`config.mk`:
```
export PLATFORM = sky130hd
export DESIGN_NAME = qbus_dl11
export DESIGN_NICKNAME = d
export VERILOG_FILES = /design/src/rtl/qbus_dl11_pkg.sv /design/src/rtl/qbus_dl11_uart.sv /design/src/rtl/qbus_dl11.sv
export SDC_FILE = /design/constraint.sdc
export NUM_CORES = 1
export LEC_CHECK = 0
export ABC_AREA = 1
export CORE_MARGIN = 2
export CORE_UTILIZATION = 57
export CTS_CLUSTER_SIZE = 25
export DETAILED_ROUTE_END_ITERATION = 7
export HOLD_SLACK_MARGIN = 0.02
export PLACE_DENSITY = 0.86
export SLEW_MARGIN = 20
export SYNTH_ARGS = -nofsm -noshare
export SYNTH_HDL_FRONTEND = slang
export SYNTH_SLANG_ARGS = --single-unit
export TNS_END_PERCENT = 100
```
`constraint.sdc`:
```
create_clock -name pin_clk -period 2.5 [get_ports pin_clk]
set_clock_uncertainty 0.2 [all_clocks]
set_input_delay 0.25 -clock pin_clk [delete_from_list [all_inputs] [get_ports pin_clk]]
set_output_delay 0.25 -clock pin_clk [all_outputs]
set_load 0.03 [all_outputs]
```
`src/rtl/qbus_dl11_pkg.sv`:
```
// Shared constants for the DL11 console terminal: register offsets, bit
// positions, FSM encodings and the CSR word builder.
package qbus_dl11_pkg;

    localparam logic [2:0] OFF_RCSR = 3'd0;
    localparam logic [2:0] OFF_RBUF = 3'd2;
    localparam logic [2:0] OFF_XCSR = 3'd4;
    localparam logic [2:0] OFF_XBUF = 3'd6;

    localparam int BIT_DONE  = 7;
    localparam int BIT_RDY   = 7;
    localparam int BIT_IE    = 6;
    localparam int BIT_MAINT = 2;

    typedef enum logic [1:0] {
        BUS_IDLE  = 2'd0,
        BUS_WAIT  = 2'd1,
        BUS_REPLY = 2'd2
    } bus_state_t;

    typedef enum logic [1:0] {
        RX_IDLE  = 2'd0,
        RX_START = 2'd1,
        RX_DATA  = 2'd2
    } rx_state_t;

    // Both CSRs share the layout: status flag in bit 7, IE in bit 6, MAINT in bit 2.
    function automatic logic [15:0] csr_word(input logic flag, input logic ie, input logic maint);
        logic [15:0] w;
        w            = 16'd0;
        w[BIT_DONE]  = flag;
        w[BIT_IE]    = ie;
        w[BIT_MAINT] = maint;
        return w;
    endfunction

endpackage

```
`src/rtl/qbus_dl11_uart.sv`:
```
// DL11 serial engine: 8N1 transmit shifter and mid-bit receive sampler,
// both paced by a BAUD_DIV clock divider.
module qbus_dl11_uart
    import qbus_dl11_pkg::*;
#(
    parameter int BAUD_DIV = 434
) (
    input  logic       clk,
    input  logic       rst_n,
    input  logic       tx_load,
    input  logic [7:0] tx_data,
    output logic       txd,
    output logic       tx_done,
    input  logic       rxd,
    output logic       rx_done,
    output logic [7:0] rx_data,
    output logic [1:0] rx_dbg
);

    localparam int            CW        = $clog2(BAUD_DIV);
    localparam logic [CW-1:0] BAUD_LAST = CW'(BAUD_DIV - 1);
    localparam logic [CW-1:0] BAUD_HALF = CW'(BAUD_DIV / 2 - 1);

    logic [9:0]    tx_sh;
    logic [3:0]    tx_bit;
    logic [CW-1:0] tx_cnt;
    logic          tx_busy;

    // tx_done is high during the final cycle of the stop bit, so the owner
    // sees the transmitter free on the very next cycle.
    assign tx_done = tx_busy && (tx_cnt == BAUD_LAST) && (tx_bit == 4'd9);
    assign txd     = tx_busy ? tx_sh[0] : 1'b1;

    always_ff @(posedge clk or negedge rst_n) begin
        if (!rst_n) begin
            tx_sh   <= '1;
            tx_bit  <= 4'd0;
            tx_cnt  <= '0;
            tx_busy <= 1'b0;
        end else if (tx_load) begin
            tx_sh   <= {1'b1, tx_data, 1'b0};
            tx_bit  <= 4'd0;
            tx_cnt  <= '0;
            tx_busy <= 1'b1;
        end else if (tx_busy) begin
            if (tx_cnt == BAUD_LAST) begin
                tx_cnt <= '0;
                tx_sh  <= {1'b1, tx_sh[9:1]};
                if (tx_bit == 4'd9) begin
                    tx_busy <= 1'b0;
                end else begin
                    tx_bit <= tx_bit + 4'd1;
                end
            end else begin
                tx_cnt <= tx_cnt + 1'b1;
            end
        end
    end

    logic          rx_m, rx_s, rx_p;
    rx_state_t     rx_state, rx_state_nx;
    logic [CW-1:0] rx_cnt;
    logic [2:0]    rx_bit;
    logic [7:0]    rx_sh;
    logic          rx_tick;

    always_ff @(posedge clk or negedge rst_n) begin
        if (!rst_n) begin
            rx_m <= 1'b1;
            rx_s <= 1'b1;
            rx_p <= 1'b1;
        end else begin
            rx_m <= rxd;
            rx_s <= rx_m;
            rx_p <= rx_s;
        end
    end

    always_comb begin
        rx_state_nx = rx_state;
        rx_tick     = (rx_cnt == '0);
        case (rx_state)
            RX_IDLE:  if (rx_p && !rx_s) rx_state_nx = RX_START;
            RX_START: if (rx_tick) rx_state_nx = rx_s ? RX_IDLE : RX_DATA;
            RX_DATA:  if (rx_tick && rx_bit == 3'd7) rx_state_nx = RX_IDLE;
            default:  rx_state_nx = RX_IDLE;
        endcase
    end

    // The stop bit is never sampled: the receiver re-arms right after bit 7.
    always_ff @(posedge clk or negedge rst_n) begin
        if (!rst_n) begin
            rx_state <= RX_IDLE;
            rx_cnt   <= BAUD_HALF;
            rx_bit   <= 3'd0;
            rx_sh    <= 8'd0;
            rx_done  <= 1'b0;
        end else begin
            rx_state <= rx_state_nx;
            rx_done  <= 1'b0;
            case (rx_state)
                RX_IDLE: begin
                    rx_cnt <= BAUD_HALF;
                    rx_bit <= 3'd0;
                end
                RX_START: begin
                    rx_cnt <= rx_tick ? BAUD_LAST : rx_cnt - 1'b1;
                end
                RX_DATA: begin
                    if (rx_tick) begin
                        rx_sh  <= {rx_s, rx_sh[7:1]};
                        rx_cnt <= BAUD_LAST;
                        rx_bit <= rx_bit + 3'd1;
                        if (rx_bit == 3'd7) rx_done <= 1'b1;
                    end else begin
                        rx_cnt <= rx_cnt - 1'b1;
                    end
                end
                default: rx_cnt <= BAUD_HALF;
            endcase
        end
    end

    assign rx_data = rx_sh;
    assign rx_dbg  = rx_state;

endmodule

```
`src/rtl/qbus_dl11.sv`:
```
// DL11 console terminal: QBUS slave decode, reply FSM, CSRs and vectored interrupts.
// Build option DL11_LOOPBACK_EN adds XCSR.MAINT internal serial loopback.
module qbus_dl11
    import qbus_dl11_pkg::*;
#(
    parameter logic [15:0] BASE_ADDR = 16'o177560,
    parameter logic [8:0]  VECTOR    = 9'o060,
    parameter int          BAUD_DIV  = 434,
    parameter int          RPLY_DLY  = 1
) (
    input  logic        pin_clk,
    input  logic        pin_init_n,
    input  logic [15:0] pin_ad_in,
    output logic [15:0] pin_ad_out,
    output logic        pin_ad_ena,
    input  logic        pin_sync_n,
    input  logic        pin_din_n,
    input  logic        pin_dout_n,
    input  logic        pin_wtbt_n,
    input  logic        pin_iako_n,
    output logic        pin_rply_n,
    output logic        pin_virq_n,
    input  logic        tty_rxd,
    output logic        tty_txd,
    output logic [3:0]  dbg_state
);

    localparam logic [2:0] DLY_LOAD = (RPLY_DLY > 0) ? 3'(RPLY_DLY - 1) : 3'd0;

    logic [15:0] ad_r;
    logic        sync_r, sync_d, din_r, dout_r, wtbt_r, iako_r;
    logic [2:0]  addr_lo;
    logic        sel;
    logic [15:0] ad_inv;

    assign ad_inv = ~ad_r;

    always_ff @(posedge pin_clk or negedge pin_init_n) begin
        if (!pin_init_n) begin
            ad_r   <= 16'd0;
            sync_r <= 1'b1;
            sync_d <= 1'b1;
            din_r  <= 1'b1;
            dout_r <= 1'b1;
            wtbt_r <= 1'b1;
            iako_r <= 1'b1;
        end else begin
            ad_r   <= pin_ad_in;
            sync_r <= pin_sync_n;
            sync_d <= sync_r;
            din_r  <= pin_din_n;
            dout_r <= pin_dout_n;
            wtbt_r <= pin_wtbt_n;
            iako_r <= pin_iako_n;
        end
    end

    always_ff @(posedge pin_clk or negedge pin_init_n) begin
        if (!pin_init_n) begin
            addr_lo <= 3'd0;
            sel     <= 1'b0;
        end else if (sync_r) begin
            addr_lo <= 3'd0;
            sel     <= 1'b0;
        end else if (sync_d) begin
            addr_lo <= ad_inv[2:0];
            sel     <= (ad_inv[15:3] == BASE_ADDR[15:3]);
        end
    end

    logic       rie, done, xie, rdy, maint;
    logic [7:0] rbuf;
    logic       done_d, rie_d, rdy_d, xie_d;
    logic       rx_req, tx_req;
    logic       tx_done, rx_done, txd_int, rxd_int;
    logic [7:0] rx_data;
    logic [1:0] rx_dbg;

    bus_state_t  state, state_nx;
    logic [2:0]  dly_cnt, dly_cnt_nx;
    logic        start, bus_rel;
    logic        rd_cyc, rbuf_cyc;
    logic [15:0] rdata, rd_mux;

    // Vector cycles take precedence; they carry no SYNC so sel is low anyway.
    logic vec_go, rd_go, wr_go;
    assign vec_go = ~iako_r & ~din_r & (rx_req | tx_req);
    assign rd_go  = sel & ~din_r;
    assign wr_go  = sel & ~dout_r;

    always_comb begin
        state_nx   = state;
        dly_cnt_nx = dly_cnt;
        start      = 1'b0;
        bus_rel    = 1'b0;
        case (state)
            BUS_IDLE: begin
                if (vec_go || rd_go || wr_go) begin
                    start = 1'b1;
                    if (RPLY_DLY == 0) begin
                        state_nx = BUS_REPLY;
                    end else begin
                        state_nx   = BUS_WAIT;
                        dly_cnt_nx = DLY_LOAD;
                    end
                end
            end
            BUS_WAIT: begin
                if (dly_cnt == 3'd0) state_nx = BUS_REPLY;
                else dly_cnt_nx = dly_cnt - 3'd1;
            end
            BUS_REPLY: begin
                if (rd_cyc ? din_r : dout_r) begin
                    bus_rel  = 1'b1;
                    state_nx = BUS_IDLE;
                end
            end
            default: state_nx = BUS_IDLE;
        endcase
    end

    logic [2:0]  reg_off;
    logic [7:0]  wdata;
    logic        wr_en, rcsr_wr, xcsr_wr, xbuf_wr, xbuf_acc;
    logic [15:0] vec_word;

    assign reg_off = {addr_lo[2:1], 1'b0};
    assign wdata   = ad_inv[7:0];
    // A byte write to an odd address only touches bits 15:8, which hold nothing.
    assign wr_en    = start & wr_go & ~rd_go & ~vec_go & ~(~wtbt_r & addr_lo[0]);
    assign rcsr_wr  = wr_en & (reg_off == OFF_RCSR);
    assign xcsr_wr  = wr_en & (reg_off == OFF_XCSR);
    assign xbuf_wr  = wr_en & (reg_off == OFF_XBUF);
    assign xbuf_acc = xbuf_wr & (rdy | tx_done);
    assign vec_word = {7'd0, rx_req ? VECTOR : VECTOR + 9'd4};

    always_comb begin
        rd_mux = 16'd0;
        case (reg_off)
            OFF_RCSR: rd_mux = csr_word(done, rie, 1'b0);
            OFF_RBUF: rd_mux = {8'd0, rbuf};
            OFF_XCSR: rd_mux = csr_word(rdy, xie, maint);
            default:  rd_mux = 16'd0;
        endcase
    end

    always_ff @(posedge pin_clk or negedge pin_init_n) begin
        if (!pin_init_n) begin
            state    <= BUS_IDLE;
            dly_cnt  <= 3'd0;
            rd_cyc   <= 1'b0;
            rbuf_cyc <= 1'b0;
            rdata    <= 16'd0;
        end else begin
            state   <= state_nx;
            dly_cnt <= dly_cnt_nx;
            if (start) begin
                rd_cyc   <= vec_go | rd_go;
                rbuf_cyc <= ~vec_go & rd_go & (reg_off == OFF_RBUF);
                rdata    <= vec_go ? vec_word : (rd_go ? rd_mux : 16'd0);
            end
        end
    end

    // RPLY is decoded from state so INIT drops it asynchronously.
    assign pin_rply_n = (state != BUS_REPLY);
    assign pin_ad_ena = (state == BUS_REPLY) & rd_cyc;
    assign pin_ad_out = pin_ad_ena ? ~rdata : 16'hFFFF;

    logic rx_ack, tx_ack, rbuf_rel, rx_set, tx_set, rx_off, tx_off;
    assign rx_ack   = start & vec_go & rx_req;
    assign tx_ack   = start & vec_go & ~rx_req;
    assign rbuf_rel = bus_rel & rbuf_cyc;
    assign rx_set   = rie & done & (~done_d | ~rie_d);
    assign tx_set   = xie & rdy & (~rdy_d | ~xie_d);
    assign rx_off   = rcsr_wr & ~wdata[BIT_IE];
    assign tx_off   = xcsr_wr & ~wdata[BIT_IE];

    always_ff @(posedge pin_clk or negedge pin_init_n) begin
        if (!pin_init_n) begin
            rie    <= 1'b0;
            done   <= 1'b0;
            xie    <= 1'b0;
            rdy    <= 1'b1;
            rbuf   <= 8'd0;
            done_d <= 1'b0;
            rie_d  <= 1'b0;
            rdy_d  <= 1'b1;
            xie_d  <= 1'b0;
            rx_req <= 1'b0;
            tx_req <= 1'b0;
        end else begin
            if (rcsr_wr) rie <= wdata[BIT_IE];
            if (xcsr_wr) xie <= wdata[BIT_IE];
            // A new character overrides the read-clear of DONE (overrun).
            if (rx_done) begin
                rbuf <= rx_data;
                done <= 1'b1;
            end else if (rbuf_rel) begin
                done <= 1'b0;
            end
            if (xbuf_acc)     rdy <= 1'b0;
            else if (tx_done) rdy <= 1'b1;
            done_d <= done;
            rie_d  <= rie;
            rdy_d  <= rdy;
            xie_d  <= xie;
            rx_req <= rx_off ? 1'b0 : rx_set ? 1'b1 : (rx_ack | rbuf_rel) ? 1'b0 : rx_req;
            tx_req <= tx_off ? 1'b0 : tx_set ? 1'b1 : (tx_ack | xbuf_wr) ? 1'b0 : tx_req;
        end
    end

    assign pin_virq_n = ~(rx_req | tx_req);

`ifdef DL11_LOOPBACK_EN
    always_ff @(posedge pin_clk or negedge pin_init_n) begin
        if (!pin_init_n)  maint <= 1'b0;
        else if (xcsr_wr) maint <= wdata[BIT_MAINT];
    end
    assign rxd_int = maint ? txd_int : tty_rxd;
    assign tty_txd = maint ? 1'b1 : txd_int;
`else
    assign maint   = 1'b0;
    assign rxd_int = tty_rxd;
    assign tty_txd = txd_int;
`endif

    qbus_dl11_uart #(
        .BAUD_DIV(BAUD_DIV)
    ) dl11_uart (
        .clk     (pin_clk),
        .rst_n   (pin_init_n),
        .tx_load (xbuf_acc),
        .tx_data (wdata),
        .txd     (txd_int),
        .tx_done (tx_done),
        .rxd     (rxd_int),
        .rx_done (rx_done),
        .rx_data (rx_data),
        .rx_dbg  (rx_dbg)
    );

    assign dbg_state = {rx_dbg, state};

endmodule

```
==> flow_metrics.tcl <==
set metrics [dict create \
    initialDrtViolationCount 254 \
    dieArea_um2 9200 \
    row_count 33 \
    hold_class "in -> reg" \
    final_layout_size_suffix_gt1_share_pct 12.8 \
    multi_input_area_um2 1730 \
    fmax_mhz 423 \
    avgViaCountPerCell 5.26 \
    wl_per_cell_um 13.5 \
    cts_inserted_buffers 9 \
    place_worst_setup_slack_ns 0.363 \
    power_density_nw_per_um2 608 \
    cts_tree "done" \
    fin_nets 601 \
    clkTransAtPathRegs_ns 0.11 \
    cts_max_path_buffers 2 \
    overflow 0 \
    synth_top_area_cell "dfrtp_1" \
    syn_avg_cell_area_um2 9.32 \
    hold_viol_final 0 \
    regArea_um2 2730 \
    cp.required_ns 2.05 \
    min_from "pin_dout_n" \
    fin_crit_ns 2.36 \
    cts-root-buf "clkbuf_8" \
    clock_latency_ns 0.38 \
    synthFlopType "dfrtp_1" \
    synth-edff-count 0 \
    antenna_found_initial 0 \
    synth_warnings 0 \
    finalInstanceArea_um2 5490 \
    pin_count 48 \
    path_common_cell "nand2_1" \
    dp.cells 658 \
    rsz0062_at_grt "no" \
    tns_ns 0 \
    grt_pass1_wl_um 15500 \
    hpwl_um 6640 \
    synth_top_area_share_pct 43.6 \
    cts.sinks 108 \
    rr_startpoint "dl11_uart.tx_bit[1]$_DFFE_PN0P_" \
    port_buffers 39 \
    maxSlewViolCount 0 \
    synthArstFlopShare_pct 100 \
    firstDrtPassIters 5 \
    ys_ff_latch 108 \
    period_share_pct 94.6 \
    cp-startpoint "state[0]$_DFFE_PN0P_" \
    crit_type "reg -> out" \
    die_h_um 95.9 \
    vias 3550 \
    ys_types 36 \
    cp_slowest_cell "clkdlybuf4s50_1" \
    path_max_fanout 9 \
    fp.dieW_um 95.9 \
    diodes 0 \
    final_antenna_net_count 0 \
    cp_slowest_stage_delay_ns 0.68 \
    crit_arrival_ns 1.91 \
    cp-start-kind "register" \
    setup_viol 0 \
    cp_cell_sequence "inv_1 -> nand2_1 -> nor2_1 -> buf_4 -> nand2_1 -> clkdlybuf4s50_1" \
    post_dp_cell_area_um2 5290 \
    drc_errors 0 \
    p_leak_uw 0.00258 \
    fin_cells 675 \
    relSlewSlack_pct 61.1 \
    core_um2 8220 \
    h-tree-depth 3 \
    worst_pin_slew_ns 0.583 \
    gp_congestion 0.903 \
    setup_slack_ns 0.135 \
    fillers 643 \
    maxCapViolations 0 \
    grt_pass1_vias 3387 \
    grt_max_degree 50 \
    syn_area_um2 4820 \
    routed_wl_um 9090 \
    synth.area.top_cells "dfrtp_1 44%, dfstp_2 13%, nand2_1 9.3%, o21ai_0 5.3%, inv_1 5.1%" \
    peakVddDrop_uv 709 \
    start_util_pct 58.6 \
    status "completed" \
    grtUsageTotal_pct 21.9 \
    area_delta_synth_final_pct 14.1 \
    cp-end-kind "primary output" \
    utilization_pct 66.9 \
    ys_seq_area_share_pct 56.7 \
    synthesis.instances 517 \
]
[synth_stat cells, types with 3 or more instances]
cell type and n:
nand2_1 119, ha_1 12, buf_4 8, buf_2 4
nand4_1 9, inv_1 66, nand2_2 8, a21oi_1 9
dfrtp_1 84, inv_2 5, o311ai_0 4, nand3_1 31
nor3_1 5, nand3b_1 5, buf_6 3, dfstp_2 24
o21ai_0 51, xor2_1 8, nor2_1 34, nor2_2 3
[worst paths after layout]
path                       slack (ns)  cells past startpoint                         endpoint
min in group asynchronous        0.20                      2               ad_r[10]$_DFF_PN0_
hold reg to reg                  0.16                      0         dl11_uart.rx_s$_DFF_PN1_
max in group asynchronous        1.13                      3                  rdy_d$_DFF_PN1_
hold / removal                   0.06                      1                 dout_r$_DFF_PN1_
setup reg to reg                 0.35                     11  dl11_uart.tx_cnt[7]$_DFFE_PN0P_
setup / recovery                 0.14                      6                    pin_ad_out[3]
[per-layer routing]
| layer | vias up | wire, um | track usage, % |
|---|---|---|---|
| met3 | 15 | 447 | 3.68 |
| met2 | 123 | 4320 | 34.2 |
| met4 | 0 | 140 | 8.45 |
| li1 | 1741 | - | - |
| met1 | 1671 | 4180 | 31.1 |
| met5 | - | 0 | 0 |
[area by class of cell]
class                   count  area share (%)
clock buffers               9            2.25
flip-flops and latches    108            49.7
clock inverters             7            1.09
multi-input cells         329            31.4
repair buffers             46            8.24
well taps                 105            2.39
inverters                  71            4.85
[metrics by stage]
stage	hold slack (ns)	total power, uW
after floorplan	-0.246	2190
after global placement	0.0861	2330
after detailed placement	0.0799	2360
after CTS	0.0616	3350
after global routing	0.0612	3470
final	0.0648	3340
[layout by cell type (no fill, tap or decap), drive strengths merged, types with 7 or more instances in the layout]
| cell | instances |
|---|---|
| xor2 | 8 |
| nor2 | 39 |
| dfrtp | 84 |
| clkdlybuf4s50 | 34 |
| conb | 8 |
| nand4 | 11 |
| nand3 | 31 |
| dfstp | 24 |
| ha | 12 |
| nand2 | 129 |
| inv | 74 |
| a21oi | 9 |
| o21ai | 52 |
| buf | 7 |
| clkbuf | 9 |
[critical path, delay by kind of cell (launching register included)]
kind	cells	cell delay (ns)
buffers and inverters	3	0.91
flip-flops	1	0.39
AND/OR/NAND/NOR	3	0.22
[power breakdown]
part           internal, uW  switching (uW)
Combinational           167             288
Sequential             1830            53.2
Clock                   378             622
Total                  2380             964
[sequential cells by signal (all words and copies together), names as in the netlist, 2 cells and up]
register	cells
ad_r	16
dl11_uart.rx_cnt	9
dl11_uart.tx_cnt	9
dl11_uart.tx_sh	9
dl11_uart.rx_data	8
rbuf	8
rdata	8
dl11_uart.tx_bit	4
addr_lo	3
dl11_uart.rx_bit	3
dly_cnt	3
dl11_uart.rx_dbg	2
state	2
[repair_timing]
item                       4_1_cts  5_1_grt
hold endpoints to repair        37        0
setup endpoints to repair        0        4
hold buffers                     1        0
resized for setup                0        4
buffers inserted                 0        0
[cells by family after synthesis]
family | synth area share [%]
AND/OR/NAND/NOR | 20.9
flip-flops | 56.7
multiplexers | 0.312
AO/OA/AOI/OAI | 9.09
other | 0.0778
adder cells (fa/ha/maj) | 3.12
XOR/XNOR | 1.82
buffers and inverters | 7.97
Power figures use the tool's default switching activity.
